==> config.mk <==
export PLATFORM = sky130hd
export DESIGN_NAME = conv_datapath
export DESIGN_NICKNAME = d
export VERILOG_FILES = /design/src/rtl/conv_datapath.sv
export SDC_FILE = /design/constraint.sdc
export NUM_CORES = 1
export LEC_CHECK = 0
export CAP_MARGIN = 10
export CORE_MARGIN = 4
export CORE_UTILIZATION = 46
export CTS_CLUSTER_DIAMETER = 60
export CTS_CLUSTER_SIZE = 16
export DETAILED_ROUTE_END_ITERATION = 12
export GPL_ROUTABILITY_DRIVEN = 0
export SLEW_MARGIN = 0
export SYNTH_ARGS = -nofsm -noshare
export SYNTH_HDL_FRONTEND = slang
export SYNTH_SLANG_ARGS = --single-unit
==> constraint.sdc <==
create_clock -name clk -period 8.6 [get_ports clk]
set_input_delay 0.86 -clock clk [delete_from_list [all_inputs] [get_ports clk]]
set_output_delay 0.86 -clock clk [all_outputs]
set_load 0.01 [all_outputs]
==> src/rtl/conv_datapath.sv <==
// conv_datapath
//   Datapath of the 4x4 image convolution engine (2x2 kernel, stride 1, no padding).
//   The result is 3x3, one value per window.
//   The engine is driven by the one-hot strobes T[8:0] from the external control sequencer.
//   E tells the sequencer that the current window is the last one.
//
//   Ports
//     clk, reset            rising-edge clock, synchronous active-high reset
//     T[15:0]               one-hot timing strobes (T0..T8 used)
//     E                     last-window flag (win_idx == 8)
//     pix_we/addr/data      image store write port (addr = row*4+col)
//     k_we/addr/data        kernel store write port (tap = row*2+col)
//     res_addr/res_data     combinational result store read port (0 beyond index 8)
//     out_valid/idx/data    streamed result, one-cycle pulse per window
//     frame_done            one-cycle pulse after T8
module conv_datapath #(
  parameter int PIX_W = 4,
  parameter int ACC_W = 10
) (
  input  logic             clk,
  input  logic             reset,
  input  logic [15:0]      T,
  output logic             E,
  input  logic             pix_we,
  input  logic [3:0]       pix_addr,
  input  logic [PIX_W-1:0] pix_data,
  input  logic             k_we,
  input  logic [1:0]       k_addr,
  input  logic [PIX_W-1:0] k_data,
  input  logic [3:0]       res_addr,
  output logic [ACC_W-1:0] res_data,
  output logic             out_valid,
  output logic [3:0]       out_idx,
  output logic [ACC_W-1:0] out_data,
  output logic             frame_done
);

  logic [PIX_W-1:0]   pix_mem [16];
  logic [PIX_W-1:0]   k_mem   [4];
  logic [ACC_W-1:0]   res_mem [9];

  logic [3:0]         win_idx;
  logic [ACC_W-1:0]   acc;

  logic               t_valid;
  logic [8:0]         s;
  logic [1:0]         tap;
  logic [3:0]         base;
  logic [3:0]         paddr;
  logic [2*PIX_W-1:0] prod;

  // Anything other than exactly one of T0..T8 is treated as "do nothing".
  always_comb begin
    t_valid = (T != 16'd0) && ((T & (T - 16'd1)) == 16'd0) && (T[15:9] == 7'd0);
    s       = t_valid ? T[8:0] : 9'd0;
  end

  // T2..T5 walk taps 0..3; tap bit 1 steps a row (+4), tap bit 0 steps a column (+1).
  always_comb begin
    tap = 2'd0;
    if (s[3])      tap = 2'd1;
    else if (s[4]) tap = 2'd2;
    else if (s[5]) tap = 2'd3;

    // Top-left pixel of window w: (w/3)*4 + w%3.
    case (win_idx)
      4'd0:    base = 4'd0;
      4'd1:    base = 4'd1;
      4'd2:    base = 4'd2;
      4'd3:    base = 4'd4;
      4'd4:    base = 4'd5;
      4'd5:    base = 4'd6;
      4'd6:    base = 4'd8;
      4'd7:    base = 4'd9;
      4'd8:    base = 4'd10;
      default: base = 4'd0;
    endcase

    paddr = base + {1'b0, tap[1], 1'b0, tap[0]};
    prod  = {{PIX_W{1'b0}}, pix_mem[paddr]} * {{PIX_W{1'b0}}, k_mem[tap]};
  end

  assign E = (win_idx == 4'd8);

  always_comb begin
    res_data = '0;
    if (res_addr <= 4'd8) res_data = res_mem[res_addr];
  end

  always_ff @(posedge clk) begin
    if (reset) begin
      win_idx    <= 4'd0;
      acc        <= '0;
      out_valid  <= 1'b0;
      out_idx    <= 4'd0;
      out_data   <= '0;
      frame_done <= 1'b0;
    end else begin
      out_valid  <= 1'b0;
      frame_done <= 1'b0;
      if (s[0]) begin
        win_idx <= 4'd0;
        acc     <= '0;
      end
      if (s[1]) acc <= '0;
      if (|s[5:2]) acc <= acc + ACC_W'(prod);
      if (s[6]) begin
        out_data  <= acc;
        out_idx   <= win_idx;
        out_valid <= 1'b1;
      end
      if (s[7]) win_idx <= (win_idx == 4'd8) ? 4'd0 : win_idx + 4'd1;
      if (s[8]) frame_done <= 1'b1;
    end
  end

  // Storage is never cleared; image/kernel writes are honoured even in reset.
  always_ff @(posedge clk) begin
    if (pix_we) pix_mem[pix_addr] <= pix_data;
    if (k_we)   k_mem[k_addr]     <= k_data;
    if (s[6] && !reset && (win_idx <= 4'd8)) res_mem[win_idx] <= acc;
  end

endmodule

==> impl_metrics.toml <==
[final_layout]
share_of_layout_cells_above_drive_strength_1_pct = 12.8
design.final.nets = 757
finalInstanceArea_um2 = 10500
layout.filler_cells = 1595
layout-area-overhead-vs-synth_pct = 15.9
postLayoutCoreUtil_pct = 54.0
num_antenna_cells = 0
final_cell_mix = "sky130_fd_sc_hd__edfxtp_1, sky130_fd_sc_hd__clkdlybuf4s50_1, sky130_fd_sc_hd__nand2_1, sky130_fd_sc_hd__nor2_1, sky130_fd_sc_hd__mux4_2"
instances_no_fill = 953
final_common_cell = "sky130_fd_sc_hd__edfxtp_1"

[route]
topRoutingLayerUsed = "met4"
dr_total_vias = 5254
dr_wl_met2_um = 9650
detail_route.wirelength_um = 18900
drtIter0Drc = 339
met3_wirelength_um = 902
route.detailed.vias_per_inst = 5.51
drt-wirelength-per-cell_um = 19.8
wl_met1_um = 8050
remaining_antenna_violation_count = 0
firstDrtPassIters = 5
detail_route.drc_violations = 0

[floorplanning]
design.core.area_um2 = 19500
std_cell_rows = 51
die_area_um2 = 22000
die_width_um = 148
starting_density_pct = 46.6
ios = 65
die_height_um = 148

[synth]
ys_async_sr_fraction_pct = 0
mappedNetlistNets = 685
avgSynthCellArea_um2 = 14.9
synthesis.instances = 609
count_of_flip_flops_with_a_built_in_enable_after_synthesis = 170
synth.lib_cells_used.distinct = 59
synth_ff_type = "sky130_fd_sc_hd__edfxtp_1"
synth-seq-cells = 204
yosys_warning_total = 0
synthesis.area_um2 = 9070
seq_total_area_yosys_pct = 63.8

[pwr]
power_density_nw_per_um2 = 178
power.ir.vdd_worst_v = 0.000135
post-layout-total-power_mw = 1.88
leakagePower_nw = 3.57

[clocking]
clk_transition_reported_paths_ns = 0.07
cts-resized-gates = 0
cts-root-buf = "sky130_fd_sc_hd__clkbuf_16"
cts_max_level = 1
post_cts_setup_bufs = 0
tritoncts.num_buffers = 17
cts_hold_repair.buffers = 0
cts.sinks = 204
insertion_delay_ns = 0.48
cts-root-to-sink-buffers = 3
clock_tree_from_tritoncts = "done"

[place]
hpwl_um = 13300
preCtsSetupSlack_ns = 0.520
place.port_buffers = 64
dpl_cell_area_um2 = 10000
post-place-cells = 927

[critical_path]
cp-end-kind = "register"
worst_r2r_path_depth = 17
worst-path-buf-inv = 2
crit_path_max_cell_delay_ns = 0.62
cp_top_family = "adder cells"
worst_ep_arrival_time_ns = 7.99
start_kind = "primary input"
worst_r2r_startpoint = "base[0]"
crit_path_max_fanout = 13
timing.setup.critical_path_class = "in -> reg"
critical-path-slowest-cell = "sky130_fd_sc_hd__or4_4"
worstReg2RegEnd = "acc[8]"
r2r_setup_slack_ns = 3.04
path_cells = "clkdlybuf4s50_1 > or4_4 > o41ai_4 > and3b_2 > nand3_1 > nor2_1 > ha_1 > ha_1 > mux4_2 > mux2_2 > o21ai_0 > or2_1 > fa_1 > fa_1 > fa_1 > inv_1 > ha_1 > a21oi_1 > o21bai_1 > a2111oi_0 > o31a_1 > o21ai_0 > a21oi_1"
cp_data_required_time_ns = 9.00

[global_routing]
largest_net_degree_at_the_start_of_global_routing = 44
wire_length_of_the_first_global_routing_pass_um = 29200
global_route.overflow_total = 0
grt_pass1_vias = 5283
grt_antenna_before_repair = 0
grtUsageTotal_pct = 17.1

[timing]
setup_ws_ns = 1.02
slew_headroom_pct = 23.3
timing.final.crit_share_pct = 88.2
final.setup.tns_ns = 0
finalHoldViolations = 0
finClkSkew_ns = 0.0222
maxClockFrequency_mhz = 132
rsz0062_at_grt = "no"
report.final.setup_viol = 0
hold_slack_ns = 0.456
slew_viol_final = 0
finalCriticalPeriod_ns = 7.58
worst-slew-pin-transition_ns = 1.15

[worst_hold_path]
hold_path_depth = 2
hold_path_end = "out_idx[0]"
worst_hold_startpoint = "out_idx[0]"
holdCritPathClass = "reg -> reg"

[job]
cap_viol_max_count = 0

[status]
run_status = "finished clean"
-- per-layer routing --
metal	track usage, %	vias to the layer above
li1	-	2467
met1	22.8	2648
met2	29.7	119
met3	2.89	20
met4	3.42	0
met5	0	-
-- synth_stat cells (4+ instances only) --
library cell,number,share of area [%]
sky130_fd_sc_hd__a21o_1,4,0.33
sky130_fd_sc_hd__a21oi_1,24,1.3
sky130_fd_sc_hd__a22oi_1,9,0.74
sky130_fd_sc_hd__and2_1,8,0.55
sky130_fd_sc_hd__buf_1,5,0.21
sky130_fd_sc_hd__clkbuf_1,14,0.58
sky130_fd_sc_hd__dfxtp_1,34,7.5
sky130_fd_sc_hd__edfxtp_1,170,56
sky130_fd_sc_hd__fa_1,9,2.0
sky130_fd_sc_hd__ha_1,29,4.0
sky130_fd_sc_hd__inv_1,30,1.2
sky130_fd_sc_hd__mux2_2,8,0.99
sky130_fd_sc_hd__mux2i_1,23,2.5
sky130_fd_sc_hd__mux4_2,36,8.9
sky130_fd_sc_hd__nand2_1,53,2.2
sky130_fd_sc_hd__nand3_1,4,0.22
sky130_fd_sc_hd__nor2_1,49,2.0
sky130_fd_sc_hd__nor3_1,10,0.55
sky130_fd_sc_hd__nor4_1,7,0.48
sky130_fd_sc_hd__o21ai_0,18,0.99
sky130_fd_sc_hd__or2_1,4,0.28
sky130_fd_sc_hd__xnor2_1,6,0.58
-- flip-flops by register name, indices dropped and copies added (netlist names) --
name        count
k_mem          16
frame_done      1
acc            10
base            4
out_idx         4
res_mem        90
out_data       10
out_valid       1
win_idx         4
pix_mem        64
-- where the power goes --
part / internal (mW) / switching [mW] / total, mW / leakage, nW
registers: 1.07 / 0.00257 / 1.07 / 1.85
logic: 0.0443 / 0.0526 / 0.0969 / 1.49
clock network: 0.367 / 0.338 / 0.706 / 0.231
-- kinds of logic (layout without fill, tap and decap cells) --
family / Yosys count / in the layout / synth area share, %
muxes: 67 / 67 / 12.5
xor gates and xnor gates: 7 / 7 / 0.676
adders and majority gates: 39 / 39 / 6.09
and+or+nand+nor: 168 / 168 / 9.36
AOI/OAI and AO/OA: 74 / 74 / 5.50
buffers and inverters: 50 / 129 / 2.15
DFF: 204 / 204 / 63.8
-- worst min-delay path, delay by kind of cell, from the launching register on --
kind | cells | cell delay, ns
flip-flops | 1 | 0.31
AO/OA/AOI/OAI | 1 | 0.05
AND/OR/NAND/NOR | 1 | 0.05
-- area by class of cell --
type	count	area (um^2)	share of cell area, %
Sequential cell	204	5790	55.0
Tap cell	265	332	3.15
Clock inverter	4	30.0	0.285
Inverter	30	113	1.07
Multi-Input combinational cell	355	3110	29.5
Timing Repair Buffer	73	708	6.73
Clock buffer	22	444	4.22
-- worst max-delay path by stage --
stage / start / endpoint / slack, ns / depth (start not counted)
2_1_floorplan: T[3] / acc[8] / 0.91 / 24
3_3_place_gp: T[3] / acc[8] / 0.64 / 23
3_5_place_dp: T[3] / acc[8] / 0.52 / 23
4_1_cts: T[3] / acc[8] / 1.00 / 23
5_1_grt: T[3] / acc[8] / 0.45 / 23
6_report: T[3] / acc[8] / 1.02 / 23
(Power assumes the default switching activity.)
